[src/rtl/cache_pkg.sv]
// Shared types and default widths for the cache-to-RAM write buffer.
package cache_pkg;

   localparam int DEF_ADDR_WIDTH = 16;
   localparam int DEF_DATA_WIDTH = 32;
   localparam int DEF_DEPTH      = 4;

   // IDLE : nothing on the RAM bus
   // DRAIN: head entry presented as a RAM write until memDone
   // READ : buffered-miss read presented to RAM until memDone
   // RESP : one cycle returning the RAM read data to the cache
   typedef enum logic [1:0] {
      IDLE  = 2'd0,
      DRAIN = 2'd1,
      READ  = 2'd2,
      RESP  = 2'd3
   } wb_state_t;

endpackage

[src/rtl/wb_entry_file.sv]
// Circular store of posted writes. Entries are pushed at the tail and
// popped from the head. A combinational lookup returns the youngest
// valid entry whose address matches, so a read always sees the newest
// buffered value for that word.
module wb_entry_file
   import cache_pkg::*;
#(
   parameter int ADDR_WIDTH = DEF_ADDR_WIDTH,
   parameter int DATA_WIDTH = DEF_DATA_WIDTH,
   parameter int DEPTH      = DEF_DEPTH,
   parameter int PTR_W      = $clog2(DEPTH)
) (
   input  logic                  clk,
   input  logic                  rst,
   input  logic                  push,
   input  logic [ADDR_WIDTH-1:0] push_addr,
   input  logic [DATA_WIDTH-1:0] push_data,
   input  logic                  pop,
   input  logic [ADDR_WIDTH-1:0] match_addr,
   output logic                  match_hit,
   output logic [DATA_WIDTH-1:0] match_data,
   output logic [ADDR_WIDTH-1:0] head_addr,
   output logic [DATA_WIDTH-1:0] head_data,
   output logic [PTR_W:0]        count
);

   logic [DEPTH-1:0]      entry_valid;
   logic [ADDR_WIDTH-1:0] entry_addr [DEPTH];
   logic [DATA_WIDTH-1:0] entry_data [DEPTH];
   logic [PTR_W-1:0]      head_ptr;
   logic [PTR_W-1:0]      tail_ptr;
   logic [PTR_W-1:0]      scan_idx;

   // Entry storage, pointers and occupancy; reset discards every entry.
   // Push and pop never target the same slot: push needs count<DEPTH and
   // pop needs count>0, so a shared slot would require both at once.
   always_ff @(posedge clk or negedge rst) begin
      if (!rst) begin
         entry_valid <= '0;
         head_ptr    <= '0;
         tail_ptr    <= '0;
         count       <= '0;
         for (int i = 0; i < DEPTH; i++) begin
            entry_addr[i] <= '0;
            entry_data[i] <= '0;
         end
      end else begin
         if (push) begin
            entry_valid[tail_ptr] <= 1'b1;
            entry_addr[tail_ptr]  <= push_addr;
            entry_data[tail_ptr]  <= push_data;
            tail_ptr              <= tail_ptr + PTR_W'(1);
         end
         if (pop) begin
            entry_valid[head_ptr] <= 1'b0;
            head_ptr              <= head_ptr + PTR_W'(1);
         end
         case ({push, pop})
            2'b10:   count <= count + (PTR_W+1)'(1);
            2'b01:   count <= count - (PTR_W+1)'(1);
            default: count <= count;
         endcase
      end
   end

   // Age-ordered scan from oldest to youngest; a later match overrides an
   // earlier one so the youngest matching write supplies the data.
   always_comb begin
      match_hit  = 1'b0;
      match_data = '0;
      scan_idx   = '0;
      for (int i = 0; i < DEPTH; i++) begin
         scan_idx = head_ptr + PTR_W'(i);
         if (entry_valid[scan_idx] && (entry_addr[scan_idx] == match_addr)) begin
            match_hit  = 1'b1;
            match_data = entry_data[scan_idx];
         end
      end
   end

   assign head_addr = entry_addr[head_ptr];
   assign head_data = entry_data[head_ptr];

endmodule

[src/rtl/ram_write_buffer.sv]
// Posted write buffer between the cache controller and main RAM.
// Writes complete to the cache one cycle after acceptance and drain to
// RAM strictly in order. Reads are served from the youngest matching
// buffered write; a miss stalls the cache, goes to RAM ahead of any
// drain that has not started yet, and completes in RESP.
//
// Handshakes: the cache side presents reqRead or reqWrite with reqAddr
// (and reqWriteData) and the request is taken on a rising edge where
// reqReady=1; reqDone pulses exactly once per accepted request. The RAM
// side holds memRead or memWrite with stable memAddr/memWriteData until
// the single-cycle memDone, which is ignored unless an access is open.
module ram_write_buffer
   import cache_pkg::*;
#(
   parameter int ADDR_WIDTH = DEF_ADDR_WIDTH,
   parameter int DATA_WIDTH = DEF_DATA_WIDTH,
   parameter int DEPTH      = DEF_DEPTH,
   parameter int PTR_W      = $clog2(DEPTH)
) (
   input  logic                  clk,
   input  logic                  rst,
   input  logic                  reqRead,
   input  logic                  reqWrite,
   input  logic [ADDR_WIDTH-1:0] reqAddr,
   input  logic [DATA_WIDTH-1:0] reqWriteData,
   output logic [DATA_WIDTH-1:0] reqReadData,
   output logic                  reqDone,
   output logic                  reqReady,
   output logic                  memRead,
   output logic                  memWrite,
   output logic [ADDR_WIDTH-1:0] memAddr,
   output logic [DATA_WIDTH-1:0] memWriteData,
   input  logic [DATA_WIDTH-1:0] memReadData,
   input  logic                  memDone,
   output logic                  empty,
   output wb_state_t             dbg_state
);

   localparam logic [PTR_W:0] CNT_ONE  = (PTR_W+1)'(1);
   localparam logic [PTR_W:0] CNT_FULL = (PTR_W+1)'(DEPTH);

   wb_state_t             state;
   wb_state_t             next_state;
   logic                  rd_pending;
   logic [ADDR_WIDTH-1:0] rd_addr;
   logic [DATA_WIDTH-1:0] read_data_q;
   logic                  done_q;

   logic                  wr_acc;
   logic                  rd_acc;
   logic                  rd_hit_acc;
   logic                  rd_miss_acc;
   logic                  pop;
   logic                  match_hit;
   logic [DATA_WIDTH-1:0] match_data;
   logic [ADDR_WIDTH-1:0] head_addr;
   logic [DATA_WIDTH-1:0] head_data;
   logic [PTR_W:0]        count;

   // A read miss blocks everything until its data returns; a full buffer
   // blocks new requests while draining carries on.
   assign reqReady    = rst & (count < CNT_FULL) & ~rd_pending;
   assign wr_acc      = reqReady & reqWrite;
   assign rd_acc      = reqReady & reqRead & ~reqWrite;
   assign rd_hit_acc  = rd_acc & match_hit;
   assign rd_miss_acc = rd_acc & ~match_hit;
   assign pop         = (state == DRAIN) & memDone;

   assign empty       = (count == '0) & (state == IDLE) & ~rd_pending;
   assign reqReadData = read_data_q;
   assign dbg_state   = state;

   wb_entry_file #(
      .ADDR_WIDTH (ADDR_WIDTH),
      .DATA_WIDTH (DATA_WIDTH),
      .DEPTH      (DEPTH),
      .PTR_W      (PTR_W)
   ) u_entry_file (
      .clk        (clk),
      .rst        (rst),
      .push       (wr_acc),
      .push_addr  (reqAddr),
      .push_data  (reqWriteData),
      .pop        (pop),
      .match_addr (reqAddr),
      .match_hit  (match_hit),
      .match_data (match_data),
      .head_addr  (head_addr),
      .head_data  (head_data),
      .count      (count)
   );

   // State register; reset drops any open RAM access immediately.
   always_ff @(posedge clk or negedge rst) begin
      if (!rst) begin
         state <= IDLE;
      end else begin
         state <= next_state;
      end
   end

   // Next state and RAM/cache-side strobes. A miss (pending, or being
   // accepted this cycle) wins over any drain not yet on the bus, but an
   // open RAM write always runs to its memDone.
   always_comb begin
      next_state   = state;
      memRead      = 1'b0;
      memWrite     = 1'b0;
      memAddr      = '0;
      memWriteData = '0;
      reqDone      = done_q;
      case (state)
         IDLE: begin
            if (rd_pending || rd_miss_acc) begin
               next_state = READ;
            end else if (count != '0) begin
               next_state = DRAIN;
            end
         end
         DRAIN: begin
            memWrite     = 1'b1;
            memAddr      = head_addr;
            memWriteData = head_data;
            if (memDone) begin
               if (rd_pending || rd_miss_acc) begin
                  next_state = READ;
               end else if ((count > CNT_ONE) || wr_acc) begin
                  next_state = DRAIN;
               end else begin
                  next_state = IDLE;
               end
            end
         end
         READ: begin
            memRead = 1'b1;
            memAddr = rd_addr;
            if (memDone) begin
               next_state = RESP;
            end
         end
         RESP: begin
            reqDone    = 1'b1;
            next_state = IDLE;
         end
         default: begin
            next_state = IDLE;
         end
      endcase
   end

   // Request bookkeeping: one-cycle completion for writes and read hits,
   // miss address capture, and the read data register that holds its
   // value until the next read completes.
   always_ff @(posedge clk or negedge rst) begin
      if (!rst) begin
         done_q      <= 1'b0;
         rd_pending  <= 1'b0;
         rd_addr     <= '0;
         read_data_q <= '0;
      end else begin
         done_q <= wr_acc | rd_hit_acc;
         if (rd_hit_acc) begin
            read_data_q <= match_data;
         end
         if (rd_miss_acc) begin
            rd_pending <= 1'b1;
            rd_addr    <= reqAddr;
         end
         if ((state == READ) && memDone) begin
            read_data_q <= memReadData;
         end
         if (state == RESP) begin
            rd_pending <= 1'b0;
         end
      end
   end

endmodule

[config.mk]
export PLATFORM = sky130hd
export DESIGN_NAME = ram_write_buffer
export DESIGN_NICKNAME = d
export VERILOG_FILES = /design/src/rtl/cache_pkg.sv /design/src/rtl/wb_entry_file.sv /design/src/rtl/ram_write_buffer.sv
export SDC_FILE = /design/constraint.sdc
export NUM_CORES = 1
export LEC_CHECK = 0
export CORE_AREA = 10 10 220 222
export CTS_BUF_LIST = sky130_fd_sc_hd__clkbuf_16
export DETAILED_ROUTE_END_ITERATION = 6
export DIE_AREA = 0 0 230 232
export PLACE_DENSITY = 0.58
export SETUP_SLACK_MARGIN = 0.15
export SLEW_MARGIN = 20
export SYNTH_ARGS = -nofsm -noshare
export SYNTH_HDL_FRONTEND = slang
export SYNTH_HIERARCHICAL = 1
export SYNTH_SLANG_ARGS = --single-unit
export TNS_END_PERCENT = 5
[constraint.sdc]
create_clock -name clk -period 11.3 [get_ports clk]
set_input_delay 3.39 -clock clk [delete_from_list [all_inputs] [get_ports clk]]
set_output_delay 3.39 -clock clk [all_outputs]
set_load 0.05 [all_outputs]
Word-level counts from Yosys, hierarchy flattened
Index checks and enable logic that the tools add are counted.
{"block": "totals", "ff_bits": 255, "in_bits": 85, "output_inout_bits": 87}
{"block": "op_classes", "addsub": 6, "n_lt_le_gt_ge": 15, "eq_ne": 12, "mux": 69, "bitwise_logic": 22, "reduce_logical": 17}
{"operator": "32-bit 2-to-1 mux", "count": 16}
{"operator": "32-bit binary-select mux with 2-bit select", "count": 4}
{"operator": "16-bit 2-to-1 mux", "count": 9}
{"operator": "16-bit binary-select mux with 2-bit select", "count": 4}
{"operator": "128-bit bitwise mux", "count": 1}
{"operator": "64-bit bitwise mux", "count": 1}
{"operator": "32-bit demux with 2-bit select", "count": 1}
{"operator": "16-bit == test", "count": 4}
{"operator": "16-bit demux with 2-bit select", "count": 1}
{"operator": "16-bit case mux with 2 select lines", "count": 1}
{"operator": "1-bit 2-to-1 mux", "count": 16}
{"operator": "3-bit >= comparator (second input constant)", "count": 5}
{"operator": "2-bit by 3-bit < comparator with 1-bit output (second input constant)", "count": 5}
{"operator": "2-bit inverter with 3-bit output", "count": 5}
{"operator": "1-bit AND", "count": 10}
{"operator": "2-bit 2-to-1 mux", "count": 5}
{"operator": "1-bit binary-select mux with 2-bit select", "count": 4}
{"operator": "1-bit logical AND", "count": 8}
{"operator": "4-bit 2-to-1 mux", "count": 2}
{"operator": "2-bit case mux with 4 select lines", "count": 1}
{"operator": "2-bit == test (second input constant)", "count": 3}
{"operator": "3-bit case mux with 2 select lines", "count": 1}
{"operator": "2-bit nonzero test", "count": 3}
{"operator": "2-bit by 1-bit adder with 2-bit output (second input constant)", "count": 2}
{"operator": "21 further kinds", "count": 29}

Depth between registers and ports, before layout
Gate-level depths: netlist (run 1).
{"block": "logic_depth", "depth_word": 16, "ltp_mapped": 23}

Hierarchy
The synthesis (run 1) kept the hierarchy.
{"mod": "wb_entry_file", "n_inst": 1, "cells_each": 1058, "area_per_inst_um2": 14559.0}
{"mod": "ram_write_buffer", "n_inst": 1, "cells_each": 317, "area_per_inst_um2": 2837.7}

Least setup slack after synthesis (run 1)
No wires, ideal clock.
{"block": "synth_path", "kind": "input-to-output", "start": "input rst", "end": "output reqReady", "t_arrival_ns": 4.168, "t_required_ns": 7.910, "slack_ns": 3.742, "stages": 3, "cell_sequence": "or3b_1 -> clkbuf_2 -> inv_1"}
{"block": "synth_between", "elab_chain_len": 2}
{"element": "start: declaration", "line": "ram_write_buffer.sv:21", "rtl": "input logic rst,"}
{"element": "1-bit AND (2 in a row)", "line": "ram_write_buffer.sv:62", "rtl": "assign reqReady = rst & (count < CNT_FULL) & ~rd_pending;"}
{"element": "end: declaration", "line": "ram_write_buffer.sv:28", "rtl": "output logic reqReady,"}
Every way passes these cells.

Worst setup path after layout (run 1)
Same ends and word-level chain as after synthesis.

==> results_dict.tcl, run 1 <==
set metrics [dict create \
    slew_viol_final 0 \
    clock_path_buffers 3 \
    avgSynthCellArea_um2 12.7 \
    cellPowerDensity_nw_per_um2 345 \
    post-route-worst-setup-slack_ns 2.49 \
    cts-root-buf "clkbuf_16" \
    setup_viol 0 \
    grt_start_max_net_pins 161 \
    synth_ff_type "dfrtp_1" \
    startpoint_type "primary input" \
    cts_buffers 31 \
    final_common_cell "dfrtp_1" \
    ys_types 61 \
    timing.max_cap.violations 0 \
    finalNetCount 1575 \
    cts_resized 0 \
    netlist_area_um2 17400 \
    pre_cts_ws_ns 2.42 \
    drt_first_pass_iters 5 \
    worstSetupEndpointType "output port" \
    hold_ws_ns 0.477 \
    drt-wirelength-per-cell_um 24.2 \
    avgViaCountPerCell 5.94 \
    die-area_um2 53400 \
    cts_tree "built" \
    p_leak_nw 8.19 \
    ys_ff_latch 255 \
    layout_common_cells "dfrtp_1 (253), mux2_2 (200), mux4_2 (174)" \
    clk_latency_ns 0.58 \
    grt.total_usage_pct 18.6 \
    rows 77 \
    die_w_um 230 \
    io_pins 172 \
    clock_skew_ns 0.0169 \
    synth_nets 1475 \
    max-vdd-ir-drop_v 0.000216 \
    final-hold-violation-count 0 \
    grt_antenna_before_repair 4 \
    clk_pin_slew_ns 0.05 \
    fmax_mhz 113 \
    crit_type "in -> out" \
    synth-edff-count 0 \
    async_flop_share_pct 100 \
    multi_input_area_um2 10400 \
    gp_congestion 0.844 \
    regArea_um2 6390 \
    port_buffers 171 \
    place_hpwl_mm 32.0 \
    arrival_ns 5.42 \
    ys_seq_area_share_pct 36.7 \
    area_growth_pct 18.0 \
    crit_required_ns 7.91 \
    period_share_pct 78.0 \
    chipHeight_um 232 \
    overflow 0 \
    antenna_left 0 \
    ys_warn_count 6 \
    grt_pass1_wl_mm 79.0 \
    drive_above_1_share_pct 31.3 \
    final.setup.tns_ns 0 \
    hold_buffers 0 \
    crit_fanout 99 \
    max-slew-margin-rel_pct 27.7 \
    start_util_pct 39.6 \
    htree_levels 1 \
    n_fill_cell 4034 \
    status "completed" \
    tightest_slew_ns 1.08 \
    syn-instance-count 1375 \
    hold_class "reg -> reg" \
    vias 12400 \
    grt_pass1_vias 12600 \
    core_area_um2 43900 \
    cts_setup_buffers 0 \
    wl_mm 50.6 \
    rsz0062_at_grt "false" \
    drcViolationCount 0 \
    dr.first_iter.drc_count 786 \
    fin_crit_ns 8.81 \
    clock_sinks 255 \
]
-- power by group --
part / total [mW] / switching, mW / leakage [nW] / internal (mW)
Combinational: 4.16 / 2.04 / 4.54 / 2.12
Clock: 1.02 / 0.411 / 0.532 / 0.609
Sequential: 1.91 / 0.543 / 3.12 / 1.37
-- per-stage QoR --
stage          instances  utilization (%)  power (mW)  cell area [µm²]
3_3_place_gp        2034             44.4        5.99            19500
2_1_floorplan       1375                -        5.05            17400
5_1_grt             2092             46.7        7.53            20500
6_report            2093             46.7        7.09            20500
3_5_place_dp        2034             44.4        6.07            19500
4_1_cts             2092             46.7        7.13            20500
-- synthesized netlist by cell type (2+ instances only) --
master     number  area share [%]
dfrtp_1       255              37
mux2_2        200              13
mux4_2        174              23
mux2i_1        97             5.6
nand2_1        81             1.7
clkbuf_1       57             1.2
a21oi_1        43             1.2
nor2_1         41            0.88
nand3_1        39             1.1
xnor2_1        38             1.9
and2_1         34             1.2
buf_2          34            0.98
inv_1          33            0.71
xor2_1         25             1.3
a22oi_1        21            0.91
nor2b_1        19            0.68
buf_1          18            0.39
nor3_1         18            0.52
o211ai_1       18            0.78
a211oi_1       17            0.73
ha_1           14             1.0
a221oi_1       11            0.55
o21ai_0        11            0.32
a221oi_2        8            0.69
buf_4           8            0.35
nand4_1         7            0.25
buf_6           5            0.32
nor4_1          4            0.14
o2111ai_1       3            0.15
o32ai_1         3            0.15
or2_2           3            0.11
or4_1           3            0.13
a2bb2oi_1       2            0.10
clkinv_1        2           0.043
o22ai_1         2           0.072
or4b_1          2            0.12
-- state kept, by name (all words and copies together) (netlist names), 2 cells and up --
| name | count |
|---|---|
| u_entry_file/entry_addr | 64 |
| dbg_state | 2 |
| u_entry_file/head_ptr | 2 |
| u_entry_file/entry_data | 128 |
| u_entry_file/count | 3 |
| u_entry_file/tail_ptr | 2 |
| reqReadData | 32 |
| u_entry_file/entry_valid | 4 |
| rd_addr | 16 |
-- worst paths after layout --
check | startpoint | slack, ns | endpoint | cells past startpoint
min in group asynchronous | rst | 2.86 | rd_addr[1] | 1
max reg2reg | u_entry_file/head_ptr[1] | 4.26 | reqReadData[4] | 15
max in group asynchronous | rst | 7.01 | u_entry_file/head_ptr[1] | 2
max | rst | 2.49 | reqReady | 4
min reg2reg | rd_addr[14] | 0.48 | rd_addr[14] | 2
min | rd_addr[14] | 0.48 | rd_addr[14] | 2
-- worst max-delay path: stages --
cell and delay [ns]:
buf_8 0.54, or3b_1 0.53, inv_1 0.10, clkdlybuf4s50_1 0.80
-- metal layers --
metal  GRT usage [%]  vias up  part of all wire, %
li1                -     5463                    -
met1            25.7     6588                   45
met2            30.0      336                   48
met3            3.77       47                  6.2
met4            3.56        6                  1.4
met5               0        -                0.069
-- cell families after synthesis --
logic type	count (synthesis)	synth area share, %
mux	471	41.1
simple gates	260	7.42
flops	255	36.7
buf+inv	159	4.07
compound gates	152	6.49
xor+xnor	63	3.17
fa+ha+maj	15	1.12
-- area by class of cell --
class / instances / share of cell area, %
repair buffers: 190 / 9.18
multi-input cells: 961 / 50.4
clock buffers: 31 / 3.78
flip-flops and latches: 255 / 31.1
diodes: 1 / 0.0122
well taps: 592 / 3.61
inverters: 36 / 0.658
clock inverters: 27 / 1.23
(Power assumes the default switching activity.)
==> inputs of run 2 (changes only) <==
--- a/config.mk
+++ b/config.mk
@@ -9,7 +9,7 @@
 export CTS_BUF_LIST = sky130_fd_sc_hd__clkbuf_16
 export DETAILED_ROUTE_END_ITERATION = 6
 export DIE_AREA = 0 0 230 232
-export PLACE_DENSITY = 0.58
+export PLACE_DENSITY = 0.6
 export SETUP_SLACK_MARGIN = 0.15
 export SLEW_MARGIN = 20
 export SYNTH_ARGS = -nofsm -noshare
==> constraint.sdc (replaced) <==
create_clock -name clk -period 7.86 [get_ports clk]
set_input_delay 2.358 -clock clk [delete_from_list [all_inputs] [get_ports clk]]
set_output_delay 2.358 -clock clk [all_outputs]
set_load 0.05 [all_outputs]
==> run 2 against run 1 <==
  * Cell area grew 0.55%
  * Power is 46% higher
  * Non-clock buffer count unchanged
  * Critical path depth unchanged
  * Sequential power rose by 42%
  * Register-to-register slack got worse by 2.3 ns
  * Global-route usage is 0.33 points lower
  * Die area stayed put
  * Clock power grew 57%
  * Clock skew fell by 0.0041 ns
  * Utilization is 0.26 points higher
  * Critical endpoint unchanged
  * Largest cell class unchanged
==> results_dict.tcl, run 2 (synthesis results as in run 1) <==
set metrics [dict create \
    multi_input_area_um2 10400 \
    grt_antenna_before_repair 1 \
    drt-wirelength-per-cell_um 23.8 \
    crit_required_ns 5.50 \
    n_fill_cell 3947 \
    tightest_slew_ns 1.08 \
    grt_use_met2_pct 29.4 \
    layout_common_cells "dfrtp_1 (253), mux2_2 (200), mux4_2 (174)" \
    crit_fanout 65 \
    pre_cts_ws_ns 1.31 \
    top_register "u_entry_file/entry_data" \
    crit_type "in -> out" \
    max-slew-margin-rel_pct 28.1 \
    cts_tree "built" \
    timing.max_cap.violations 0 \
    drt_first_pass_iters 5 \
    cts_buffers 31 \
    start_util_pct 39.6 \
    slew_viol_final 0 \
    reg2reg_slack_ns 1.99 \
    place_hpwl_mm 32.2 \
    post-route-util_pct 47.0 \
    intPower_mw 5.99 \
    fmax_mhz 154 \
    startpoint_type "primary input" \
    p_leak_nw 8.26 \
    design_area_um2 20600 \
    final_common_cell "dfrtp_1" \
    post-route-worst-setup-slack_ns 1.36 \
    drcViolationCount 0 \
    area_growth_pct 18.7 \
    chipHeight_um 232 \
    max-vdd-ir-drop_v 0.000291 \
    hold_ws_ns 0.480 \
    dr.first_iter.drc_count 1118 \
    largest_reg_flops 128 \
    hold_class "reg -> reg" \
    grt_pass1_vias 12700 \
    regArea_um2 6390 \
    rows 77 \
    seqPwrFrac_pct 26.4 \
    finalNetCount 1575 \
    wl_mm 49.9 \
    hold_buffers 0 \
    antenna_left 0 \
    clock_path_buffers 3 \
    rsz0062_at_grt "false" \
    port_buffers 171 \
    avgViaCountPerCell 5.99 \
    arrival_ns 4.14 \
    placedInstanceArea_um2 19500 \
    power.total_mw 10.3 \
    clock_sinks 255 \
    use_met1_pct 25.2 \
    io_pins 172 \
    final-hold-violation-count 0 \
    final_cells 2094 \
    grt.total_usage_pct 18.3 \
    clock_skew_ns 0.0129 \
    post-place-cells 2034 \
    gp_congestion 0.872 \
    clk_pin_slew_ns 0.06 \
    clk_latency_ns 0.59 \
    gr-max-usage-layer "met2" \
    cts-root-buf "clkbuf_16" \
    cts_setup_buffers 0 \
    cellPowerDensity_nw_per_um2 500 \
    core_area_um2 43900 \
    grt_pass1_wl_mm 77.7 \
    setup_viol 0 \
    fin_crit_ns 6.50 \
    final.setup.tns_ns 0 \
    cts_resized 0 \
    grt_start_max_net_pins 130 \
    die_w_um 230 \
    status "completed" \
    clock_power_share_pct 15.5 \
    worstSetupEndpointType "output port" \
    switching_power_mw 4.33 \
    htree_levels 1 \
    period_share_pct 82.7 \
    drive_above_1_share_pct 31.7 \
    grt_use_met3_pct 2.93 \
    die-area_um2 53400 \
    overflow 0 \
    vias 12500 \
    combinationalPowerShare_pct 58.1 \
    switching_share_pct 41.9 \
]
[run 2: cell count changes in the layout (fill, tap and decap cells not counted), moves of 3 or more]
cell / before / now
nand2_2: 5 / 2
bufinv_16: 5 / 8
clkinv_1: 7 / 4
clkinv_4: 0 / 3
nand2_4: 0 / 3
inv_1: 39 / 36
[run 2: final timing paths]
path,from,end,cells past startpoint
setup / recovery,rst,reqReady,4
hold / removal,rd_addr[0],rd_addr[0],2
setup reg to reg,u_entry_file/head_ptr[0],dbg_state[0],12
hold reg to reg,rd_addr[0],rd_addr[0],2
max in group asynchronous,rst,u_entry_file/entry_addr[55],2
min in group asynchronous,rst,dbg_state[1],1
[run 2: worst max-delay path, cell delays in order]
cell             delay [ns]
buf_8                  0.35
or3b_1                 0.51
inv_1                  0.10
clkdlybuf4s50_1        0.80
[run 2: area by class of cell]
class / instances / area share (%)
diodes: 2 / 0.0242
clock buffers: 31 / 3.76
clock inverters: 27 / 1.75
inverters: 36 / 0.654
multi-input cells: 961 / 50.2
flip-flops and latches: 255 / 30.9
well taps: 592 / 3.59
repair buffers: 190 / 9.07
[run 2: layer usage]
metal / up-vias / share of wire, %
met5: - / 0
met4: 0 / 1.9
met3: 60 / 5.8
met2: 388 / 48
met1: 6617 / 45
li1: 5483 / -
[run 2: power by group through the flow]
stage	Combinational, mW	Clock (mW)	Sequential [mW]
finish	5.99	1.60	2.72
global route	6.43	1.70	2.84
CTS	6.03	1.64	2.71
detailed placement	6.01	0	2.73
global placement	5.95	0	2.67
floorplan	4.50	0	2.76
==> RTL edit 1: new RTL, flow settings as in run 2 <==
Change the package constant `DEF_DEPTH` from 4 to 2.
--- a/src/rtl/cache_pkg.sv
+++ b/src/rtl/cache_pkg.sv
@@ -3,7 +3,7 @@
 
    localparam int DEF_ADDR_WIDTH = 16;
    localparam int DEF_DATA_WIDTH = 32;
-   localparam int DEF_DEPTH      = 4;
+   localparam int DEF_DEPTH      = 2;
 
    // IDLE : nothing on the RAM bus
    // DRAIN: head entry presented as a RAM write until memDone
Behaviour: not the same (a bounded check fails within 4 cycles, from zero or initial values and one cycle with rst low).
==> RTL edit 1 against run 2 <==
Wire length down 34%; area after synthesis down 44%; power decreased by 45%; cell count is 19% lower; core utilization fell by 19 points; clock power shrank 49%; non-clock buffer count fell by 5; setup slack improved by 0.014 ns; cell area down 40%; sequential cell count down 101; critical path type unchanged.
==> RTL edit 1: results (changes against run 2) <==
drt_iter0_drc: 487  # -56%
crit_fanout: 32  # -51%
nNetsFinal: 1188  # -25%
hold_end: "rd_addr[8]"
clockBufferDepth: 2  # -1
ys_warn_count: 6  # unchanged
largest_reg_flops: 64  # -50%
drtPass1Iterations: 4  # -1
cts_resized: 0  # unchanged
numCtsBuffers: 17  # -45%
timing.rr.end: "reqReadData[23]"
synthArstFlopShare_pct: 100  # unchanged
synth_top_family_by_area: "multiplexers"
insertion_delay_ns: 0.44  # -0.15 ns
outcome: "complete, no violations"
hold_path_depth: 2  # unchanged
tightest_slew_ns: 1.08  # +0.000133 ns
hp-start: "rd_addr[8]"
synth_xor_area_share_pct: 3.15  # -0.025 points
synthTopCellsByArea: "dfrtp_1 (40%), mux2_2 (14%), nand2_1 (6.6%)"
top_register: "u_entry_file/entry_data"
muxShareOfSynthArea_pct: 19.9  # -21 points
drive_gt1_share_pct: 21.6  # -10 points
rr_startpoint: "u_entry_file/head_ptr"
place.gp.congestion: 0.752  # -14%
skew_ns: 0.00859  # -0.00431 ns
synth_compound_area_share_pct: 15.1  # +8.6 points
critical-path-max-stage-delay_ns: 0.84  # +0.04 ns
htreeDepth: 4  # +3
synth_seq_area_share_pct: 39.6  # +2.9 points
antenna_found_initial: 5  # +4
synth_adder_area_share_pct: 0.771  # -0.35 points
ys_types: 62  # +1.6%
portBuffers: 171  # unchanged
track_usage_pct: 12.2  # -6.0 points
critPathArrivalTime_ns: 4.13  # about the same
internal_power_w: 0.00290  # -52%
worst-r2r-cell-count: 10  # -2
leakagePower_nw: 5.09  # -38%
clkTransAtPathRegs_ns: 0.07
dpl.hpwl_um: 22300  # -31%
cts_root_buf: "clkbuf_16"
syn_nets: 1067  # -28%
reg2reg_slack_ns: 3.45  # +1.46 ns
grt_max_degree: 75  # -42%
holdCritPathClass: "register to register"
via_count: 7976  # -36%
grt_pass1_wl_um: 50500  # -35%
synthTopCellsByCount: "nand2_1 (170), dfrtp_1 (154), mux2_2 (117)"
routed_wl_um: 33000  # -34%
cts_setup_buffers: 0  # unchanged
grt_pass1_vias: 8156  # -36%
vdd_drop_max_mv: 0.211  # -28%
==> RTL edit 1: cell type report <==
class	instances	area, sq um
Clock inverter	15	143
Multi-Input combinational cell	727	5430
Antenna cell	2	5.00
Tap cell	592	741
Clock buffer	17	425
Timing Repair Buffer	185	1820
Sequential cell	154	3860
Fill cell	4698	31500
Inverter	12	45.0
==> RTL edit 1: kinds of logic after synthesis <==
group	after synthesis
buffers and inverters	95
adders and majority gates	6
DFF	154
xor gates and xnor gates	35
AOI/OAI and AO/OA	173
muxes	176
and+or+nand+nor	337
==> RTL edit 1: critical path: cells and delay by family <==
| family | cells | cell delay (ns) |
|---|---|---|
| buffers and inverters | 3 | 1.24 |
| and+or+nand+nor | 1 | 0.51 |
==> RTL edit 1: worst max-delay path by stage <==
stage,from,endpoint
2_1_floorplan,rst,reqReady
5_1_grt,rst,reqReady
4_1_cts,rst,reqReady
3_5_place_dp,rst,reqReady
6_report,rst,reqReady
3_3_place_gp,rst,reqReady
==> RTL edit 1: power groups by stage <==
stage	registers, W	logic, W	clock network (W)
3_5_place_dp	0.00156	0.00328	0
2_1_floorplan	0.00175	0.00209	0
6_report	0.00155	0.00326	0.000820
4_1_cts	0.00154	0.00330	0.000856
3_3_place_gp	0.00153	0.00324	0
5_1_grt	0.00160	0.00352	0.000886
==> RTL edit 1: routing by layer <==
metal | up-vias | GRT usage (%) | part of all wire, %
met5 | - | 0 | 0.13
met4 | 6 | 3.00 | 1.4
li1 | 3731 | - | -
met1 | 3958 | 16.2 | 46
met2 | 250 | 19.0 | 45
met3 | 31 | 3.80 | 6.7
==> RTL edit 1: through the flow <==
| step | std cells | hold WS (ns) | worst slack [ns] | cell area, sq um | util (%) |
|---|---|---|---|---|---|
| after floorplan | 976 | 0.447 | 2.33 | 9740 | - |
| after global placement | 1670 | 0.458 | 1.35 | 11900 | 27.1 |
| after detailed placement | 1670 | 0.463 | 1.34 | 11900 | 27.1 |
| after CTS | 1702 | 0.480 | 1.34 | 12500 | 28.4 |
| after global routing | 1703 | 0.498 | 1.26 | 12500 | 28.4 |
| final | 1704 | 0.481 | 1.37 | 12500 | 28.4 |
==> RTL edit 2: new RTL, flow settings as in run 2 <==
Made on the original files. Reset style: synchronous (`rst`), changed in 3 clocked blocks.
--- a/src/rtl/wb_entry_file.sv
+++ b/src/rtl/wb_entry_file.sv
@@ -34,7 +34,7 @@
    // Entry storage, pointers and occupancy; reset discards every entry.
    // Push and pop never target the same slot: push needs count<DEPTH and
    // pop needs count>0, so a shared slot would require both at once.
-   always_ff @(posedge clk or negedge rst) begin
+   always_ff @(posedge clk) begin
       if (!rst) begin
          entry_valid <= '0;
          head_ptr    <= '0;
--- a/src/rtl/ram_write_buffer.sv
+++ b/src/rtl/ram_write_buffer.sv
@@ -91,7 +91,7 @@
    );
 
    // State register; reset drops any open RAM access immediately.
-   always_ff @(posedge clk or negedge rst) begin
+   always_ff @(posedge clk) begin
       if (!rst) begin
          state <= IDLE;
       end else begin
@@ -151,7 +151,7 @@
    // Request bookkeeping: one-cycle completion for writes and read hits,
    // miss address capture, and the read data register that holds its
    // value until the next read completes.
-   always_ff @(posedge clk or negedge rst) begin
+   always_ff @(posedge clk) begin
       if (!rst) begin
          done_q      <= 1'b0;
          rd_pending  <= 1'b0;
Formal check against the unedited RTL: differs if rst is asserted again (counterexample within 4 cycles, from zero or initial values and one cycle with rst low); with rst held inactive, the same outputs for 4 cycles.
==> RTL edit 2 against run 2 <==
Wire length up 14%; setup slack worse by 0.043 ns; cell area decreased by 0.43%; area after synthesis increased by 0.29%; highest routed layer is now met5; first-iteration DRC count shrank 0.89%; sequential cell count grew 2.
Power is not compared: it rests on default switching activity, and its combinational part moved more than twofold at a synthesized area within 25%.
==> RTL edit 2: results (changes against run 2) <==
drive_gt1_share_pct: 16.0  # -16 points
drt_iter0_drc: 1108  # -0.89%
antenna_found_initial: 5  # +4
synth_ff_type: "edfxtp_1"
outcome: "complete, no violations"
placedCellCount: 2200  # +8.2%
muxShareOfSynthArea_pct: 22.6  # -18 points
skew_ns: 0.0122  # -0.000727 ns
place.gp.congestion: 0.871  # -0.11%
numCtsBuffers: 30  # -3.2%
synthTopCellsByCount: "edfxtp_1 (192), and2_1 (184), nand2_1 (150)"
ys_types: 71  # +16%
layout.cells.non_filler: 2257  # +7.8%
whs_ns: 0.453  # -0.0273 ns
synthArstFlopShare_pct: 0  # -100 points
fin_total_pwr_w: 0.00469
slew_headroom_pct: 32.4  # +4.3 points
grt_max_degree: 101  # -22%
insertion_delay_ns: 0.57  # -0.02 ns
grt_pass1_wl_um: 85600  # +10%
post_drt_via_cell_ratio: 5.95  # -0.74%
place_ws_ns: 1.29  # -0.0208 ns
grt_pass1_vias: 13322  # +5.3%
fillers: 4051  # +2.6%
synth_seq_area_share_pct: 40.5  # +3.8 points
synthTopCellsByArea: "edfxtp_1 (33%), mux4_2 (13%), dfxtp_1 (7.5%)"
synth_compound_area_share_pct: 10.4  # +3.9 points
rr_startpoint: "u_entry_file/head_ptr[0]"
hold_end: "rd_addr[15]"
synth_adder_area_share_pct: 1.12  # -0.0032 points
worst-r2r-cell-count: 14  # +2
critPathArrivalTime_ns: 4.19  # +0.05 ns
syn_nets: 1665  # +13%
timing.rr.end: "reqReadData[17]"
avgSynthCellArea_sq_um: 11.1  # -12%
dpl.hpwl_um: 36200  # +12%
grtUsageMet2_pct: 31.8  # +2.4 points
grt_use_met3_pct: 5.09  # +2.2 points
use_met1_pct: 28.7  # +3.5 points
synth_edf_count: 192  # +192
synth_xor_area_share_pct: 3.31  # +0.14 points
crit_fanout: 35  # -46%
placed_cell_area_sq_um: 19500  # about the same
track_usage_pct: 20.6  # +2.4 points
hp-start: "rd_addr[15]"
avgRoutedWirePerCell_um: 25.3  # +6.1%
cp_slowest_cell: "clkdlybuf4s50_1"
reg2reg_slack_ns: 2.23  # +0.24 ns
RTL edit 2: changes by cell type in the layout (fill, tap and decap cells not counted), moves of 61 or more:
cell | run 2 | this run
a22o_1 | 0 | 63
mux4_2 | 174 | 103
edfxtp_1 | 0 | 192
mux2_2 | 200 | 67
dfrtp_1 | 253 | 0
nand2_1 | 76 | 150
and2_1 | 33 | 184
nand3_1 | 39 | 101
dfxtp_1 | 0 | 61
RTL edit 2: worst max path at each step:
stage / slack (ns) / depth (start not counted) / to / startpoint
finish: 1.32 / 4 / reqReady / rst
global route: 1.28 / 4 / reqReady / rst
CTS: 1.28 / 4 / reqReady / rst
detailed placement: 1.29 / 4 / reqReady / rst
global placement: 1.32 / 4 / reqReady / rst
floorplan: 0.43 / 6 / u_entry_file/entry_addr[3][0] / rst
RTL edit 2: final cells by class:
| class | count | share of cell area [%] |
|---|---|---|
| clock buffer | 31 | 3.77 |
| multi-input combinational | 1137 | 47.1 |
| inverter | 17 | 0.310 |
| sequential | 257 | 34.4 |
| clock inverter | 25 | 1.30 |
| antenna | 1 | 0.0122 |
| tap | 592 | 3.60 |
| timing repair buffer | 197 | 9.45 |
RTL edit 2: routing by layer:
layer | part of all wire, % | wire [um]
met1 | 45 | 25700
met2 | 44 | 25400
met3 | 8.8 | 5020
met4 | 1.8 | 1020
met5 | 0.096 | 55
RTL edit 2: worst reg2reg max path, cell delays in order (launching register included):
cell and delay [ns]:
dfxtp_4 0.65, buf_4 0.59, buf_4 0.72, mux4_2 0.63, xnor2_1 0.20, nand4_1 0.12
a2111oi_0 0.40, nor4b_4 0.31, buf_4 0.67, a221oi_4 0.15, buf_4 0.35, a22o_1 0.32
nand2_1 0.15, nand3_1 0.10, o211a_1 0.17
